$ cat src/rtl/shift_pkg.sv
// Shared encodings for the multi-cycle shift/rotate engine.
package shift_pkg;

   typedef enum logic [1:0] {
      MODE_SLL  = 2'b00,
      MODE_SRA  = 2'b01,
      MODE_ROR  = 2'b10,
      MODE_RSVD = 2'b11
   } mode_e;

   typedef enum logic [1:0] {
      IDLE  = 2'd0,
      SHIFT = 2'd1,
      DONE  = 2'd2
   } state_e;

endpackage

$ cat src/rtl/shift_step.sv
// Combinational single step: shifts din by amt (0..2**STEP_LOG2) in the selected mode.
module shift_step
   import shift_pkg::*;
#(
   parameter int WIDTH = 16,
   parameter int AW    = 1
) (
   input  logic [WIDTH-1:0] din,
   input  logic [AW-1:0]    amt,
   input  logic [1:0]       mode,
   output logic [WIDTH-1:0] dout
);

   logic [WIDTH-1:0] ror;

   // Rotating a doubled copy avoids a WIDTH-amt term that breaks at amt=0.
   assign ror = WIDTH'({din, din} >> amt);

   always_comb begin
      dout = din;
      case (mode)
         MODE_SLL: dout = din << amt;
         MODE_SRA: dout = $signed(din) >>> amt;
         MODE_ROR: dout = ror;
         default:  dout = din;
      endcase
   end

endmodule

$ cat src/rtl/seq_shift_unit.sv
// Multi-cycle SLL/SRA/ROR engine: shifts 2**STEP_LOG2 bits per cycle, pulses done with the result.
//
//   state | meaning
//   IDLE  | waiting for start; operands captured on accept
//   SHIFT | one step of up to 2**STEP_LOG2 bits per cycle
//   DONE  | Shift_Out valid, done=1, busy=1; returns to IDLE
module seq_shift_unit
   import shift_pkg::*;
#(
   parameter int WIDTH     = 16,
   parameter int STEP_LOG2 = 0
) (
   input  logic                     clk,
   input  logic                     rst,
   input  logic                     start,
   input  logic [WIDTH-1:0]         Shift_In,
   input  logic [$clog2(WIDTH)-1:0] Shift_Val,
   input  logic [1:0]               Mode,
   output logic [WIDTH-1:0]         Shift_Out,
   output logic                     busy,
   output logic                     done,
   output logic                     bad_mode
);

   localparam int CW = $clog2(WIDTH);
   localparam int AW = STEP_LOG2 + 1;
   localparam logic [CW:0]   STEP_N = (CW+1)'(2 ** STEP_LOG2);
   localparam logic [AW-1:0] STEP_A = AW'(2 ** STEP_LOG2);

   state_e           state;
   state_e           next_state;
   logic [WIDTH-1:0] work;
   logic [WIDTH-1:0] step_out;
   logic [CW-1:0]    remaining;
   logic [1:0]       mode_q;
   logic [AW-1:0]    amt;
   logic             direct_done;

   assign direct_done = (Shift_Val == '0) || (Mode == MODE_RSVD);

   always_comb begin
      amt = STEP_A;
      if ({1'b0, remaining} < STEP_N) amt = remaining[AW-1:0];
   end

   shift_step #(.WIDTH(WIDTH), .AW(AW)) u_step (
      .din  (work),
      .amt  (amt),
      .mode (mode_q),
      .dout (step_out)
   );

   always_comb begin
      next_state = state;
      case (state)
         IDLE:    if (start) next_state = direct_done ? DONE : SHIFT;
         SHIFT:   if (remaining == CW'(amt)) next_state = DONE;
         DONE:    next_state = IDLE;
         default: next_state = IDLE;
      endcase
   end

   // Shift_Out is loaded on the edge entering DONE so it is valid alongside done.
   always_ff @(posedge clk) begin
      if (rst) begin
         state     <= IDLE;
         work      <= '0;
         remaining <= '0;
         mode_q    <= MODE_SLL;
         Shift_Out <= '0;
         bad_mode  <= 1'b0;
      end else begin
         state <= next_state;
         case (state)
            IDLE: begin
               if (start) begin
                  work      <= Shift_In;
                  remaining <= Shift_Val;
                  mode_q    <= Mode;
                  bad_mode  <= (Mode == MODE_RSVD);
                  if (direct_done) Shift_Out <= Shift_In;
               end
            end
            SHIFT: begin
               work      <= step_out;
               remaining <= remaining - CW'(amt);
               if (next_state == DONE) Shift_Out <= step_out;
            end
            default: ;
         endcase
      end
   end

   assign busy = (state != IDLE);
   assign done = (state == DONE);

endmodule
$ cat config.mk
export PLATFORM = sky130hd
export DESIGN_NAME = seq_shift_unit
export DESIGN_NICKNAME = d
export VERILOG_FILES = /design/src/rtl/shift_pkg.sv /design/src/rtl/shift_step.sv /design/src/rtl/seq_shift_unit.sv
export SDC_FILE = /design/constraint.sdc
export NUM_CORES = 1
export LEC_CHECK = 0
export ABC_AREA = 1
export BUFFER_PORTS_ARGS = -buffer_cell sky130_fd_sc_hd__buf_4
export CAP_MARGIN = 40
export CORE_MARGIN = 4
export CORE_UTILIZATION = 60
export DETAILED_ROUTE_END_ITERATION = 10
export MAX_ROUTING_LAYER = met4
export PLACE_DENSITY = 0.83
export REMOVE_ABC_BUFFERS = 1
export SETUP_SLACK_MARGIN = 0.3
export SYNTH_ARGS = -nofsm -noshare
export SYNTH_HDL_FRONTEND = slang
export SYNTH_SLANG_ARGS = --single-unit
$ cat constraint.sdc
create_clock -name clk -period 3.3 [get_ports clk]
set_clock_uncertainty 0.05 [all_clocks]
set_input_delay 0.825 -clock clk [delete_from_list [all_inputs] [get_ports clk]]
set_output_delay 0.825 -clock clk [all_outputs]
set_load 0.05 [all_outputs]
==> reports/qor.txt <==
arrival time worst endpoint -> 2590 ps
critical path type -> flop to flop
#FFs+latches synth -> 41
CP endpoint kind -> flop
ANT nets after route -> 0
n_diodes -> 0
largest net degree at the start of global routing -> 33
cell family with most CP delay -> simple AND/OR/NAND/NOR gates
Syn. warnings -> 0
Max Cap Violations -> 0
Post-Synthesis Cells -> 387
Via density -> 5.047
final worst path period share -> 0.7265
status -> finished, final reports clean
Hold Crit Class -> flop to flop
initial antenna violation count -> 0
leakage -> 0.001660 uW
setup bufs post-CTS -> 0
power per cell area -> 560.6 mW/mm^2
R2R setup slack -> 900 ps
total number of vias -> 2,357
CTS Buffer Depth -> 2
final hold slack -> 435.9 ps
vias in the first global route -> 2,153
GPL Wtd Cong -> 0.8286
Initial Util -> 0.6423
TNS Setup -> 0 ps
CP Launch Type -> flop
later-pin clock latency in the skew report -> 290 ps
Final Hold Fails -> 0
CTS tree -> yes
CTS H-tree lvls -> 2
slowest stage delay, CP -> 460 ps
max_slew headroom -> 0.4575
Clock transition at path regs -> 80 ps
count of different cell masters after synthesis -> 29
Reg area -> 820.8 um^2
r2r worst-path depth -> 8
leading area contributor after synthesis -> dfxtp_1
CTS Buf Count -> 5
grt ovf -> 0
die width -> 71.77 um
I/O Buffers -> 43
hold_buf cts -> 0
pin slew with the least headroom to its limit -> 810.8 ps
fraction of layout cells with a size suffix above 1 -> 0.1623
post-DR wirelength/cell -> 11.67 um
DRT Pass-1 Iters -> 4
WP buf/inv -> 4
CTS Root Cell -> clkbuf_8
fin. max-slew vios -> 0
Synth top area share -> 0.3364
die height -> 71.77 um
num ports -> 44
largest cells by area after synthesis -> dfxtp_1 34%, nand2_1 14%, nand3_1 13%
top achievable clock speed -> 417.1 MHz
Worst VDD drop -> 362.2 uV
initial DRC count -> 140
global-route wire length before repair -> 9.377 mm
DRC Markers -> 0
Syn Area/Cell -> 6.304 um^2
Cells on Worst Hold Path -> 2
post-synthesis sequential area ratio -> 0.3364
Total Routing Usage GR -> 0.2277
Filler cells -> 357
layout net count -> 444
area of the multi-input gates -> 0.001160 mm^2
Finish-stage setup viols -> 0
slowest CP cell -> nor2_4
post_cts resized -> 0
crit-path cells -> inv_2, nand2_2, inv_2, nor2_4, inv_1, nand3_1, nand2_1, inv_1
fin crit period -> 2397 ps
worst path required time -> 3490 ps
core area -> 0.003799 mm^2
drt total wl -> 5.452 mm
RSZ-0062 raised after global routing -> false
Die ar. -> 0.005151 mm^2
Mapped Area -> 0.002440 mm^2
CP Max Fanout -> 27
Post-DP HPWL -> 3.644 mm
Crit. path cell count -> 8
area grow syn2layout -> 14.15%
Std-Cell Rows -> 22
CTS Sinks -> 41
per-layer routing:
| layer | vias to the layer above | wire length (um) | global-route usage |
|---|---|---|---|
| li1 | 1263 | - | - |
| met1 | 1010 | 2425 | 0.2840 |
| met2 | 75 | 2562 | 0.3755 |
| met3 | 9 | 407 | 0.04348 |
| met4 | 0 | 56 | 0.06263 |
| met5 | - | 0 | - |
tightest hold or removal path: stages, from the launching register on:
cell,delay [ps]
dfxtp_1,320
inv_2,70
a21oi_1,50
placed cells by master (no fill, tap or decap):
| cell type | synthesis | routed |
|---|---|---|
| a211oi_1 | 2 | 2 |
| inv_2 | 4 | 4 |
| clkinv_2 | 0 | 1 |
| nor2_2 | 2 | 2 |
| o31ai_1 | 1 | 1 |
| nand2_4 | 2 | 2 |
| nand3_1 | 63 | 63 |
| dfxtp_1 | 41 | 41 |
| o21ai_1 | 14 | 14 |
| buf_4 | 4 | 43 |
| nand3_4 | 1 | 1 |
| inv_6 | 1 | 1 |
| nor2_1 | 16 | 16 |
| nand4_1 | 4 | 4 |
| ha_1 | 1 | 1 |
| inv_1 | 79 | 79 |
| and3_1 | 1 | 1 |
| clkbuf_8 | 0 | 7 |
| o22ai_1 | 1 | 1 |
| o22ai_2 | 1 | 1 |
| nand2_1 | 92 | 92 |
| o21ai_0 | 8 | 8 |
| nor2_4 | 1 | 1 |
| a21oi_1 | 28 | 28 |
| a21oi_2 | 1 | 1 |
| nand2_2 | 3 | 3 |
| o211ai_2 | 1 | 1 |
registers in the layout, indices dropped and copies added (netlist names):
register	flops
Shift_Out	16
bad_mode	1
mode_q	2
remaining	4
state	2
work	16
final timing paths:
kind | startpoint | endpoint
worst min-delay path | remaining[1] | remaining[1]
worst min register to register | remaining[1] | remaining[1]
worst max-delay path | state[1] | work[11]
worst max register to register | state[1] | work[11]
area by class of cell:
type / instances / area share
Multi-Input combinational cell: 243 / 0.4164
Sequential cell: 41 / 0.2947
Timing Repair Buffer: 43 / 0.1159
Inverter: 84 / 0.1150
Clock buffer: 7 / 0.03459
Tap cell: 48 / 0.02156
Clock inverter: 1 / 0.001797
logic make-up (layout without fill, tap and decap cells):
| logic type | count (synthesis) | count (layout) | share of synthesized area |
|---|---|---|---|
| fa+ha+maj | 1 | 1 | 0.005127 |
| flops | 41 | 41 | 0.3364 |
| compound gates | 57 | 57 | 0.1282 |
| simple gates | 185 | 185 | 0.3421 |
| buf+inv | 103 | 135 | 0.1882 |
Yosys cell counts:
library cell  instances
nand2_1              92
inv_1                79
nand3_1              63
dfxtp_1              41
a21oi_1              28
nor2_1               16
o21ai_1              14
o21ai_0               8
buf_2                 5
clkbuf_1              5
buf_4                 4
buf_6                 4
inv_2                 4
nand4_1               4
nand2_2               3
a211oi_1              2
nand2_4               2
nor2_2                2
a21oi_2               1
and3_1                1
buf_12                1
ha_1                  1
inv_6                 1
nand3_4               1
nor2_4                1
o211ai_2              1
o22ai_1               1
o22ai_2               1
o31ai_1               1
power by group:
part	switching [uW]	leakage [uW]	internal (uW)	total (uW)
clock	165	0.0000542	189	354
combinational	425	0.00127	189	614
sequential	32.2	0.000339	561	593
total	622	0.00166	939	1560
stage by stage:
step | cells | total power [uW] | worst slack (ps) | area (um^2) | util
6_report | 467 | 1561 | 902.7 | 2785 | 0.7332
5_1_grt | 467 | 1672 | 694.3 | 2785 | 0.7332
4_1_cts | 467 | 1570 | 890.8 | 2785 | 0.7332
3_5_place_dp | 459 | 1212 | 917.3 | 2684 | 0.7065
3_3_place_gp | 459 | 1198 | 994.4 | 2684 | 0.7065
2_1_floorplan | 368 | 1052 | 1407 | 2301 | -
Power figures use the tool's default switching activity.
